### config.mk
export PLATFORM = sky130hd
export DESIGN_NAME = pb_button_port
export DESIGN_NICKNAME = d
export VERILOG_FILES = /design/src/rtl/pb_io_pkg.sv /design/src/rtl/btn_debounce.sv /design/src/rtl/pb_button_port.sv
export SDC_FILE = /design/constraint.sdc
export NUM_CORES = 1
export LEC_CHECK = 0
export ABC_AREA = 1
export BUFFER_PORTS_ARGS = -buffer_cell sky130_fd_sc_hd__buf_2
export CORE_AREA = 2 2 238 287
export CTS_CLUSTER_DIAMETER = 30
export DETAILED_ROUTE_END_ITERATION = 12
export DIE_AREA = 0 0 240 289
export PLACE_DENSITY = 0.36
export SYNTH_ARGS = -nofsm -noshare
export SYNTH_HDL_FRONTEND = slang
export SYNTH_HIERARCHICAL = 1
export SYNTH_SLANG_ARGS = --single-unit
### constraint.sdc
create_clock -name clk100MHz -period 1.9 [get_ports clk100MHz]
set_input_delay 0.285 -clock clk100MHz [delete_from_list [all_inputs] [get_ports clk100MHz]]
set_output_delay 0.285 -clock clk100MHz [all_outputs]
set_load 0.005 [all_outputs]
### src/rtl/pb_io_pkg.sv
// Shared PicoBlaze I/O definitions: port-id map, helper math, button FSM state type.
package pb_io_pkg;

    localparam logic [7:0] PB_PORT_UART_RX    = 8'h02;
    localparam logic [7:0] PB_PORT_UART_TX    = 8'h03;
    localparam logic [7:0] PB_PORT_UART_DP    = 8'h04;
    localparam logic [7:0] PB_PORT_UART_FULL  = 8'h05;
    localparam logic [7:0] PB_PORT_BTN_LEVEL  = 8'h06;
    localparam logic [7:0] PB_PORT_BTN_EVENT  = 8'h07;
    localparam logic [7:0] PB_PORT_BTN_MASK   = 8'h0C;
    localparam logic [7:0] PB_PORT_BTN_REPEAT = 8'h0D;

    // Auto-repeat channel state
    typedef enum logic [1:0] {
        REP_IDLE   = 2'd0,
        REP_DELAY  = 2'd1,
        REP_REPEAT = 2'd2
    } rep_state_e;

    // Ceiling log2; returns 0 for values of 0 or 1
    function automatic int unsigned clog2(input int unsigned value);
        int unsigned result;
        longint unsigned span;
        result = 0;
        span   = 1;
        while (span < longint'(value)) begin
            span   = span << 1;
            result = result + 1;
        end
        return result;
    endfunction

endpackage

### src/rtl/btn_debounce.sv
// One button channel: 2-flop sync, debounce, press detect and auto-repeat.
module btn_debounce
    import pb_io_pkg::*;
#(
    parameter int unsigned DEBOUNCE_CYCLES = 1000000,
    parameter int unsigned REPEAT_DELAY    = 50000000,
    parameter int unsigned REPEAT_PERIOD   = 10000000
) (
    input  logic clk100MHz,
    input  logic pb_reset,
    input  logic i_btn,
    input  logic i_repeat_en,
    output logic o_stable,
    output logic o_press_pulse_c
);

    localparam int unsigned DB_W    = (clog2(DEBOUNCE_CYCLES) < 1) ? 1 : clog2(DEBOUNCE_CYCLES);
    localparam int unsigned REP_MAX = (REPEAT_DELAY > REPEAT_PERIOD) ? REPEAT_DELAY : REPEAT_PERIOD;
    localparam int unsigned REP_W   = (clog2(REP_MAX) < 1) ? 1 : clog2(REP_MAX);

    localparam logic [DB_W-1:0]  DB_LAST     = DB_W'(DEBOUNCE_CYCLES - 1);
    localparam logic [REP_W-1:0] DELAY_LAST  = REP_W'(REPEAT_DELAY - 1);
    localparam logic [REP_W-1:0] PERIOD_LAST = REP_W'(REPEAT_PERIOD - 1);

    logic [1:0]       r_sync;
    logic [DB_W-1:0]  r_db_cnt;
    logic             r_stable;
    logic             r_stable_q;
    rep_state_e       r_state;
    rep_state_e       w_state_nxt;
    logic [REP_W-1:0] r_rep_cnt;
    logic [REP_W-1:0] w_rep_cnt_nxt;
    logic             w_rise;
    logic             w_rep;

    // Bring the raw pin into the clock domain
    always_ff @(posedge clk100MHz or posedge pb_reset) begin
        if (pb_reset) r_sync <= 2'b00;
        else          r_sync <= {r_sync[0], i_btn};
    end

    // Accept a new level only after it has been stable for DEBOUNCE_CYCLES
    always_ff @(posedge clk100MHz or posedge pb_reset) begin
        if (pb_reset) begin
            r_db_cnt   <= '0;
            r_stable   <= 1'b0;
            r_stable_q <= 1'b0;
        end else begin
            r_stable_q <= r_stable;
            if (r_sync[1] == r_stable) begin
                r_db_cnt <= '0;
            end else if (r_db_cnt == DB_LAST) begin
                r_stable <= r_sync[1];
                r_db_cnt <= '0;
            end else begin
                r_db_cnt <= r_db_cnt + DB_W'(1);
            end
        end
    end

    assign w_rise = r_stable & ~r_stable_q;

    // Repeat FSM state register
    always_ff @(posedge clk100MHz or posedge pb_reset) begin
        if (pb_reset) begin
            r_state   <= REP_IDLE;
            r_rep_cnt <= '0;
        end else begin
            r_state   <= w_state_nxt;
            r_rep_cnt <= w_rep_cnt_nxt;
        end
    end

    // Repeat FSM next state; release or repeat disable drops straight to idle
    always_comb begin
        w_state_nxt   = r_state;
        w_rep_cnt_nxt = r_rep_cnt;
        case (r_state)
            REP_IDLE: begin
                w_rep_cnt_nxt = '0;
                if (w_rise && i_repeat_en) w_state_nxt = REP_DELAY;
            end
            REP_DELAY, REP_REPEAT: begin
                if (!r_stable || !i_repeat_en) begin
                    w_state_nxt   = REP_IDLE;
                    w_rep_cnt_nxt = '0;
                end else if (w_rep) begin
                    w_state_nxt   = REP_REPEAT;
                    w_rep_cnt_nxt = '0;
                end else begin
                    w_rep_cnt_nxt = r_rep_cnt + REP_W'(1);
                end
            end
            default: begin
                w_state_nxt   = REP_IDLE;
                w_rep_cnt_nxt = '0;
            end
        endcase
    end

    // Repeat FSM output; gated so no repeat fires in the release cycle
    always_comb begin
        w_rep = 1'b0;
        case (r_state)
            REP_DELAY:  w_rep = r_stable && i_repeat_en && (r_rep_cnt == DELAY_LAST);
            REP_REPEAT: w_rep = r_stable && i_repeat_en && (r_rep_cnt == PERIOD_LAST);
            default:    w_rep = 1'b0;
        endcase
    end

    assign o_stable        = r_stable;
    assign o_press_pulse_c = w_rise | w_rep;

endmodule

### src/rtl/pb_button_port.sv
// PicoBlaze input-port peripheral for front-panel buttons: levels, latched events, mask, repeat.
module pb_button_port
    import pb_io_pkg::*;
#(
    parameter int unsigned NUM_BTN         = 5,
    parameter int unsigned DEBOUNCE_CYCLES = 1000000,
    parameter int unsigned REPEAT_DELAY    = 50000000,
    parameter int unsigned REPEAT_PERIOD   = 10000000,
    parameter logic [7:0]  PORT_LEVEL      = PB_PORT_BTN_LEVEL,
    parameter logic [7:0]  PORT_EVENT      = PB_PORT_BTN_EVENT,
    parameter logic [7:0]  PORT_MASK       = PB_PORT_BTN_MASK,
    parameter logic [7:0]  PORT_REPEAT     = PB_PORT_BTN_REPEAT
) (
    input  logic               clk100MHz,
    input  logic               pb_reset,
    input  logic [NUM_BTN-1:0] btn_in,
    input  logic [7:0]         pb_port_id,
    input  logic               pb_read_strobe,
    input  logic               pb_write_strobe,
    input  logic [7:0]         pb_out_port,
    output logic [7:0]         rd_data,
    output logic               rd_hit,
    output logic               event_any
);

    logic [NUM_BTN-1:0] w_stable;
    logic [NUM_BTN-1:0] w_press;
    logic [NUM_BTN-1:0] w_set;
    logic [NUM_BTN-1:0] w_new_bits;
    logic [NUM_BTN-1:0] w_event_nxt;
    logic [NUM_BTN-1:0] r_event;
    logic [NUM_BTN-1:0] r_mask;
    logic [NUM_BTN-1:0] r_repeat_en;
    logic [7:0]         r_rd_data;
    logic               r_rd_hit;
    logic               r_event_any;
    logic [7:0]         w_rd_mux;
    logic               w_hit;
    logic               w_rd_event;
    logic               w_wr_mask;
    logic               w_wr_repeat;
    logic               w_unused_out;

    // Per-channel conditioning
    for (genvar g = 0; g < NUM_BTN; g++) begin : g_btn
        btn_debounce #(
            .DEBOUNCE_CYCLES (DEBOUNCE_CYCLES),
            .REPEAT_DELAY    (REPEAT_DELAY),
            .REPEAT_PERIOD   (REPEAT_PERIOD)
        ) u_btn (
            .clk100MHz       (clk100MHz),
            .pb_reset        (pb_reset),
            .i_btn           (btn_in[g]),
            .i_repeat_en     (r_repeat_en[g]),
            .o_stable        (w_stable[g]),
            .o_press_pulse_c (w_press[g])
        );
    end

    assign w_new_bits   = pb_out_port[NUM_BTN-1:0];
    assign w_unused_out = ^pb_out_port;
    assign w_set        = w_press & r_mask;
    assign w_rd_event   = pb_read_strobe  && (pb_port_id == PORT_EVENT);
    assign w_wr_mask    = pb_write_strobe && (pb_port_id == PORT_MASK);
    assign w_wr_repeat  = pb_write_strobe && (pb_port_id == PORT_REPEAT);

    // Event update: clear only what was reported, new sets win, mask write drops disabled bits
    always_comb begin
        w_event_nxt = r_event;
        if (w_rd_event) w_event_nxt = w_event_nxt & ~r_rd_data[NUM_BTN-1:0];
        w_event_nxt = w_event_nxt | w_set;
        if (w_wr_mask)  w_event_nxt = w_event_nxt & w_new_bits;
    end

    // Read-data mux for the current port_id
    always_comb begin
        w_rd_mux = 8'h00;
        w_hit    = 1'b0;
        case (pb_port_id)
            PORT_LEVEL:  begin w_rd_mux = 8'(w_stable);    w_hit = 1'b1; end
            PORT_EVENT:  begin w_rd_mux = 8'(r_event);     w_hit = 1'b1; end
            PORT_MASK:   begin w_rd_mux = 8'(r_mask);      w_hit = 1'b1; end
            PORT_REPEAT: begin w_rd_mux = 8'(r_repeat_en); w_hit = 1'b1; end
            default:     begin w_rd_mux = 8'h00;           w_hit = 1'b0; end
        endcase
    end

    // Control/status registers and registered read path
    always_ff @(posedge clk100MHz or posedge pb_reset) begin
        if (pb_reset) begin
            r_event     <= '0;
            r_mask      <= '1;
            r_repeat_en <= '0;
            r_rd_data   <= 8'h00;
            r_rd_hit    <= 1'b0;
            r_event_any <= 1'b0;
        end else begin
            r_event     <= w_event_nxt;
            r_rd_data   <= w_rd_mux;
            r_rd_hit    <= w_hit;
            r_event_any <= |r_event;
            if (w_wr_mask)   r_mask      <= w_new_bits;
            if (w_wr_repeat) r_repeat_en <= w_new_bits;
        end
    end

    assign rd_data   = r_rd_data;
    assign rd_hit    = r_rd_hit;
    assign event_any = r_event_any;

endmodule

# Word level (Yosys, flattened, before mapping)
# Cells that the tools add are included.
[word_totals]
reg_bits = 285
word_cells = 229
[op_classes]
add_sub_neg = 10
n_eq_ne = 44
mux = 54
bitwise = 25
n_reduce_logical = 60
[ops]
columns = ["operator", "count"]
rows = [
  ["2-to-1 mux 26 bit", 15],
  ["2-to-1 mux 20 bit", 10],
  ["adder 26 x 1 -> 26 bit, second input constant", 5],
  ["== test 26 x 24 -> 1 bit, second input constant", 5],
  ["== test 26 bit, second input constant", 5],
  ["adder 20 x 1 -> 20 bit, second input constant", 5],
  ["== test 20 bit, second input constant", 5],
  ["2-to-1 mux 2 bit", 15],
  ["logical AND 1 bit", 23],
  ["case mux 2 bit (2 select lines)", 5],
  ["case mux 5 bit (4 select lines)", 1],
  ["AND reduction 2 bit", 10],
  ["== test 8 x 3 -> 1 bit, second input constant", 2],
  ["== test 8 x 4 -> 1 bit, second input constant", 2],
  ["bitwise AND 5 bit", 3],
  ["!= test 3 x 1 -> 1 bit, second input constant", 5],
  ["== test 2 x 1 -> 1 bit, second input constant", 5],
  ["== test 2 bit, second input constant", 5],
  ["logical NOT 1 bit", 10],
  ["logical NOT 2 bit", 5],
  ["2-to-1 mux 5 bit", 2],
  ["!= test 2 x 1 -> 1 bit, second input constant", 5],
  ["NOT 1 bit", 10],
  ["case mux 1 bit (2 select lines)", 5],
  ["10 further kinds", 30],
]

# Depth between registers and ports, before layout
# Gate-level depths: netlist of the first run.
[depth]
depth_word = 8
depth_mapped = 11
mapped_depth_nobuf = 11

# Modules after synthesis
# The synthesis of the first run kept the hierarchy.
[by_module_without_submodules]
columns = ["mod", "n_inst", "cells_per_inst", "area_each_um2", "seq_area_each_um2"]
rows = [
  ["btn_debounce", 5, 423, 3076.7, 1301.2],
  ["pb_button_port", 1, 132, 1107.3, 556.8],
]

# Least setup slack after synthesis of the first run
# Ideal clock, no wire load.
[synth_timing]
kind = "flip-flop to flip-flop"
from = "register g_btn[0].u_btn.r_state[1]"
to = "register g_btn[0].u_btn.r_rep_cnt[16]"
setup_time_ns = 0.086
t_arrival_ns = 1.345
t_required_ns = 1.814
setup_slack_ns = 0.469
stages_incl_launch_ff = 8
path_buffers = 1
path_cell_list = "dfrtp_1 inv_1 ha_1 nand2_1 nor2_2 nand2_4 buf_8 nor3_1"
[synth_via]
elab_chain_cells = 5
word_cells_on_any_way = 7
[synth_lines]
columns = ["item", "line_no", "text"]
rows = [
  ["start, declared", "btn_debounce.sv:29", "rep_state_e r_state;"],
  ["start signal, assigned", "btn_debounce.sv:69", "r_state <= w_state_nxt;"],
  ["== test 2 bit / == test 2 x 1 -> 1 bit (equally long branches)", "btn_debounce.sv:78, btn_debounce.sv:104", ""],
  ["case mux 1 bit (2 select lines)", "btn_debounce.sv:104", "case (r_state)"],
  ["2-to-1 mux 26 bit", "btn_debounce.sv:87", "end else if (w_rep) begin"],
  ["2-to-1 mux 26 bit", "btn_debounce.sv:84", "if (!r_stable || !i_repeat_en) begin"],
  ["2-to-1 mux 26 bit (*)", "btn_debounce.sv:78", "case (r_state)"],
  ["via g_btn[0].u_btn.w_rep_cnt_nxt[16]", "btn_debounce.sv:32", "logic [REP_W-1:0] w_rep_cnt_nxt;"],
  ["end signal, assigned", "btn_debounce.sv:70", "r_rep_cnt <= w_rep_cnt_nxt;"],
  ["end, declared", "btn_debounce.sv:31", "logic [REP_W-1:0] r_rep_cnt;"],
]
# Mark *: on every way through the listed nets, which the timed path passes. The rest lies on a longest branch.
# A chain may end at the register's enable or synchronous reset.

# Worst setup path in the final report of the first run
[layout_timing]
from = "register g_btn[1].u_btn.r_rep_cnt[8]"
to = "register g_btn[1].u_btn.r_rep_cnt[25]"
[layout_via]
elab_chain_cells = 6
word_cells_on_any_way = 9
[layout_lines]
columns = ["item", "line_no"]
rows = [
  ["start, declared", "btn_debounce.sv:31"],
  ["start signal, assigned", "btn_debounce.sv:70"],
  ["branches (longest 3 deep; another with adder 26 x 1 -> 26 bit)", "n/a"],
  ["2-to-1 mux 26 bit (*)", "btn_debounce.sv:87"],
  ["2-to-1 mux 26 bit (*)", "btn_debounce.sv:84"],
  ["2-to-1 mux 26 bit (*)", "btn_debounce.sv:78"],
  ["via g_btn[1].u_btn.w_rep_cnt_nxt[25]", "btn_debounce.sv:32"],
]
# Mark *: on every way through the listed nets, which the timed path passes.

==> run_results.csv, run 1 <==
group,metric,value,unit
setup_path,crit_path_frequent_cell,"nor2_1",
clocking,cts_root_buf,"clkbuf_16",
synth,synthAdderAreaFrac,0.01517,
drt,wl,45250,µm
clocking,clock_sinks,282,
sta,rsz0062_at_grt,"false",
synth,synth-compound-area-share,0.03118,
global_routing,grt_overflow,0,
placement,gp_congestion,0.8301,
synth,ys_types,35,
drt,dr.pass1.iters,5,
run,cap_violations,0,
die,fp.dieW,240,µm
placement,place_area,17990,µm²
die,io_pins,35,
synth,synthXorXnorAreaFrac,0.03718,
global_routing,grt_antenna_before_repair,6,
layout,final_area,21660,µm²
die,dieArea,69360,µm²
drt,drt_iter0_markers,576,
placement,port_buffers,28,
setup_path,critPathMaxStageDelay,0.39,ns
setup_path,worst-setup-path-type,"flip-flop to flip-flop",
setup_path,endpoint_kind,"flip-flop",
clocking,numCtsBuffers,95,
layout,drive_gt1_frac,0.1671,
global_routing,grt_pass1_wl,76470,µm
clocking,path_clk_slew,0.04,ns
layout,nets,2449,
die,core,66620,µm²
drt,drc,0,
setup_path,cpLargestDelayFamily,"simple AND/OR/NAND/NOR gates",
global_routing,grt_pass1_vias,15130,
setup_path,path_max_fanout,4,
global_routing,grt_max_degree,53,
setup_path,cp_cell_sequence,"nand2_1, nor2_1, nand2_2, nor2_1, nand2_1, nor3_1, nor2_1",
synth,synthMuxAreaShare,0,
synth,postSynthCellCount,2247,
clocking,htree_levels,3,
synth,synth_edf_count,0,
run_status,outcome,"finished clean",
layout,area_growth,31.34,%
clocking,cts_tree,"yes",
sta,slew_headroom,0.6108,
sta,max_clock_freq,590.2,MHz
sta,fin_crit,1.694,ns
synth,ys_ff_latch,282,
sta,final_max_slew_viol_count,0,
synth,async_reset_ff_frac,1.000,
synth,netlist_area,16490,µm²
placement,dp_hpwl,33420,µm
layout,final_core_util,0.3251,
sta,period_share,0.8918,
die,die_h,289,µm
sta,hold_viol,0,
sta,clock_skew,0.01444,ns
setup_path,cp.required,2.38,ns
drt,dr_total_vias,14510,
synth,ys.flop_type,"dfrtp_1",
sta,fin_tns_setup,0,ns
setup_path,critical_path_buf_inv_count,0,
global_routing,grt_use_total,0.1366,
clocking,worstSkewPairLatency,0.61,ns
die,rows,104,
die,initial_utilization,0.2475,
sta,worstMarginPinSlew,0.5807,ns
synth,synth_top_family_by_area,"simple AND/OR/NAND/NOR gates",
pwr,ir_worst_vdd,648.3,µV
sta,timing.hold.ws,0.07544,ns
synth,synth_warnings,6,
synth,synth-simple-area-share,0.4087,
synth,syn_avg_cell_area,7.339,µm²
pwr,p_per_area,1101,nW/µm²
layout,most-common-layout-cells,"nor2_1, nand2_1, dfrtp_1, inv_1, nand3_1",
layout,final_common_cell,"nor2_1",
min_path,hp-class,"input port to flip-flop",
clocking,clock_path_buffers,3,
setup_path,arrival,2.17,ns
sta,setup_viol,0,
drt,vias_per_cell,4.286,
drt,antenna_left,0,
setup_path,critPathSlowestCell,"dfrtp_1",
clocking,cts_resized,0,
drt,wl_per_cell,13.36,µm
pwr,leakage,9.040,nW
setup_path,critPathLaunchType,"flip-flop",
layout,nFillCells,7227,
synth,synth-seq-area-share,0.4283,
power by group:
group	total (W)	switching [W]	internal, W
combinational	0.000378	0.000261	0.000117
sequential	0.00615	0.0000539	0.00610
clock	0.0173	0.00444	0.0129
cell type report:
type,instances,area [µm²],share of cell area
Timing Repair Buffer,81,690.7,0.03189
Clock buffer,133,2733,0.1262
Clock inverter,44,827.0,0.03819
Multi-Input combinational cell,1657,8132,0.3754
Tap cell,901,1127,0.05205
Sequential cell,282,7063,0.3261
Antenna cell,1,2.502,0.0001155
Inverter,287,1084,0.05003
cells by family after synthesis:
| logic type | count (synthesis) |
|---|---|
| AOI/OAI and AO/OA | 92 |
| xor gates and xnor gates | 70 |
| buffers and inverters | 310 |
| DFF | 282 |
| adders and majority gates | 20 |
| and+or+nand+nor | 1472 |
| other | 1 |
state kept, by name, summed over array words and instances (netlist names):
| signal | count |
|---|---|
| g_btn.u_btn/o_stable | 5 |
| g_btn.u_btn/r_rep_cnt | 130 |
| rd_data | 5 |
| r_repeat_en | 5 |
| r_event | 5 |
| g_btn.u_btn/r_sync | 10 |
| g_btn.u_btn/r_stable_q | 5 |
| g_btn.u_btn/r_db_cnt | 100 |
| rd_hit | 1 |
| r_mask | 5 |
| event_any | 1 |
| g_btn.u_btn/r_state | 10 |
what timing repair did:
| item | CTS | global route |
|---|---|---|
| hold buffers | 11 | 0 |
| endpoints found under the setup margin | 0 | 0 |
| endpoints found under the hold margin | 186 | 0 |
| setup buffers | 0 | 0 |
routing by layer:
metal / GRT usage / share of wire
met1: 0.1645 / 0.45
met2: 0.2341 / 0.48
met4: 0.05606 / 0.025
met3: 0.03154 / 0.046
met5: 0 / 0.00093
Yosys cell counts, types with 6 or more instances:
cell     number  share of area
nor3_1       81          0.025
inv_2        15         0.0034
nand3_2      16         0.0097
nor2_4       11         0.0075
nor2_1      528           0.12
inv_1       267          0.061
and3_1        6         0.0023
xor2_1       60          0.032
o21ai_2       6         0.0032
nand2_2      41          0.016
nand2_1     502           0.11
nand4_1      60          0.023
nand2_4      15          0.010
buf_4         8         0.0036
nor3b_1      15         0.0068
o21ai_0      26         0.0079
a21oi_1      50          0.015
nor2_2       35          0.013
dfrtp_1     277           0.42
buf_6         6         0.0041
nand3_1     130          0.039
ha_1         20          0.015
nor3_2       16         0.0097
xnor2_1      10         0.0053
tightest hold or removal path, cell delays in order:
cell	delay [ns]
buf_2	0.13
nand4_1	0.10
nand2_1	0.07
a21oi_1	0.06
path summary, 6_finish.rpt:
check	start	endpoint	slack (ns)	cells past startpoint
min in group asynchronous	pb_reset	g_btn[1].u_btn/r_rep_cnt[0]	0.30	3
max	g_btn[1].u_btn/r_rep_cnt[8]	g_btn[1].u_btn/r_rep_cnt[25]	0.21	7
max reg2reg	g_btn[1].u_btn/r_rep_cnt[8]	g_btn[1].u_btn/r_rep_cnt[25]	0.21	7
max in group asynchronous	pb_reset	r_mask[3]	0.96	4
min	pb_read_strobe	r_event[4]	0.08	4
min reg2reg	g_btn[0].u_btn/r_sync[0]	g_btn[0].u_btn/r_sync[1]	0.34	0
stage by stage:
step,total power [W],cells,setup slack (ns)
after floorplan,0.006434,2249,0.3571
after global placement,0.006606,3197,0.1470
after detailed placement,0.006610,3197,0.1728
after CTS,0.02434,3385,0.1506
after global routing,0.02474,3385,0.01917
final,0.02384,3386,0.2055
(Power assumes the default switching activity.)
==> inputs of run 2 (changes only) <==
--- a/config.mk
+++ b/config.mk
@@ -7,11 +7,11 @@
 export LEC_CHECK = 0
 export ABC_AREA = 1
 export BUFFER_PORTS_ARGS = -buffer_cell sky130_fd_sc_hd__buf_2
-export CORE_AREA = 2 2 238 287
+export CORE_AREA = 2 2 144 216
 export CTS_CLUSTER_DIAMETER = 30
 export DETAILED_ROUTE_END_ITERATION = 12
-export DIE_AREA = 0 0 240 289
-export PLACE_DENSITY = 0.36
+export DIE_AREA = 0 0 146 218
+export PLACE_DENSITY = 0.69
 export SYNTH_ARGS = -nofsm -noshare
 export SYNTH_HDL_FRONTEND = slang
 export SYNTH_HIERARCHICAL = 1
==> run_results.csv, run 2 (synthesis results as in run 1) <==
group,metric,value,unit
run_status,outcome,"finished clean",
layout,final_core_util,0.6425,
setup_path,critPathLaunchType,"flip-flop",
drt,drc,0,
global_routing,grt_max_degree,53,
placement,port_buffers,28,
die,die_h,218,µm
layout,drive_gt1_frac,0.1420,
drt,vias_per_cell,5.174,
sta,fin_tns_setup,0,ns
clocking,cts_tree,"yes",
clocking,worstSkewPairLatency,0.57,ns
setup_path,worst-setup-path-type,"flip-flop to flip-flop",
min_path,hp-class,"input port to flip-flop",
setup_path,endpoint_kind,"flip-flop",
sta,worstMarginPinSlew,0.4984,ns
layout,largest_reg_flops,130,
global_routing,grt_pass1_wl,65820,µm
sta,max_clock_freq,584.0,MHz
die,core,30060,µm²
setup_path,cp.required,2.35,ns
clocking,numCtsBuffers,55,
pwr,p_per_area,874.3,nW/µm²
clocking,cts_root_buf,"clkbuf_16",
layout,nets,2395,
die,rows,78,
setup_path,arrival,2.16,ns
sta,final_max_slew_viol_count,0,
sta,fin_crit,1.712,ns
die,fp.dieW,146,µm
drt,antenna_left,0,
global_routing,grt_overflow,0,
die,initial_utilization,0.5486,
layout,nFillCells,2640,
sta,rsz0062_at_grt,"false",
layout,regMostFlops,"g_btn.u_btn/r_rep_cnt",
sta,period_share,0.9013,
clocking,clock_sinks,282,
drt,dr.pass1.iters,7,
clocking,htree_levels,2,
drt,wl,37890,µm
sta,hold_viol,0,
setup_path,critPathSlowestCell,"dfrtp_1",
sta,clock_skew,0.01302,ns
clocking,clock_path_buffers,3,
layout,most-common-layout-cells,"nor2_1, nand2_1, dfrtp_1, inv_1, nand3_1",
setup_path,path_max_fanout,22,
global_routing,grt_antenna_before_repair,2,
placement,dp_hpwl,27500,µm
die,dieArea,31830,µm²
drt,drt_iter0_markers,825,
setup_path,crit_path_frequent_cell,"nand2_1",
setup_path,critPathMaxStageDelay,0.38,ns
global_routing,grt_use_total,0.2465,
sta,slew_headroom,0.6659,
clocking,path_clk_slew,0.06,ns
setup_path,cp_cell_sequence,"ha_1, nand2_1, inv_2, nand3_4, nor2_4, nand2_4, nand2_4, nand2_1, nand2_1, nand2_1",
pwr,leakage,8.138,nW
drt,wl_per_cell,13.55,µm
placement,gp_congestion,0.9239,
die,io_pins,35,
layout,area_growth,17.12,%
drt,dr_total_vias,14470,
layout,final_common_cell,"nor2_1",
pwr,ir_worst_vdd,702.6,µV
global_routing,grt_pass1_vias,14590,
clocking,cts_resized,0,
run,cap_violations,0,
sta,setup_viol,0,
layout,reg_top3,"g_btn.u_btn/r_rep_cnt x130, g_btn.u_btn/r_db_cnt x100",
==> run 2: cell types whose count changed in the layout (fill, tap and decap cells not counted), moves of 8 or more <==
cell	change
clkbuf_16	-40
clkbuf_8	-16
clkbuf_1	-14
clkinv_2	-14
bufinv_16	-12
buf_4	-9
clkinvlp_4	+8
==> run 2: worst max-delay path: cells and delay by family, from the launching register on <==
kind                     cells  cell delay [ns]
AND/OR/NAND/NOR              8             0.92
flip-flops                   1             0.38
adder cells (fa/ha/maj)      1             0.19
buffers and inverters        1             0.11
==> run 2: through the flow <==
| stage | setup WS (ns) | power, W | std cells | hold slack (ns) | area [µm²] |
|---|---|---|---|---|---|
| 5_1_grt | 0.001241 | 0.01747 | 2796 | 0.1205 | 19310 |
| 2_1_floorplan | 0.3571 | 0.006434 | 2249 | 0.2705 | 16500 |
| 3_3_place_gp | 0.2433 | 0.006576 | 2682 | 0.3322 | 17190 |
| 6_report | 0.1876 | 0.01689 | 2796 | 0.1159 | 19310 |
| 3_5_place_dp | 0.1918 | 0.006584 | 2682 | 0.3395 | 17190 |
| 4_1_cts | 0.1746 | 0.01711 | 2795 | 0.1019 | 19310 |
==> run 2: path summary, 6_finish.rpt <==
kind | from | end | slack (ns) | depth (start not counted)
max | g_btn[2].u_btn/r_rep_cnt[0] | g_btn[2].u_btn/r_state[0] | 0.19 | 10
min | pb_write_strobe | r_mask[4] | 0.12 | 3
max reg2reg | g_btn[2].u_btn/r_rep_cnt[0] | g_btn[2].u_btn/r_state[0] | 0.19 | 10
min reg2reg | g_btn[2].u_btn/r_sync[0] | g_btn[2].u_btn/r_sync[1] | 0.35 | 0
max in group asynchronous | pb_reset | r_mask[2] | 0.89 | 4
min in group asynchronous | pb_reset | g_btn[4].u_btn/r_stable_q | 0.41 | 3
==> run 2: report_power, final <==
part           leakage, nW  switching, W  internal [W]  total (W)
Combinational         3.35      0.000250      0.000115   0.000365
Sequential            3.84     0.0000531       0.00608    0.00613
Clock                0.957       0.00343       0.00696     0.0104
==> run 2: layout make-up <==
| cell class | count | area [µm²] | share of cell area |
|---|---|---|---|
| clock buffer | 63 | 1459 | 0.07554 |
| tap | 400 | 500.5 | 0.02591 |
| timing repair buffer | 67 | 523.0 | 0.02708 |
| inverter | 287 | 1084 | 0.05610 |
| antenna | 1 | 2.502 | 0.0001296 |
| clock inverter | 39 | 550.5 | 0.02850 |
| sequential | 282 | 7063 | 0.3657 |
| multi-input combinational | 1657 | 8132 | 0.4210 |
==> run 2: layer usage <==
metal | global-route usage | part of all wire | wire length, µm | up-vias
li1 | - | - | - | 7288
met1 | 0.2836 | 0.41 | 15370 | 6778
met2 | 0.4505 | 0.52 | 19720 | 300
met3 | 0.04079 | 0.039 | 1495 | 98
met4 | 0.1084 | 0.034 | 1305 | 2
met5 | 0 | 0.00029 | 11 | -
==> run 2: repair_timing <==
item / in CTS / in global routing
endpoints found under the hold margin: 207 / 0
hold buffers: 11 / 0
buffers inserted: 0 / 0
setup endpoints to repair: 0 / 0
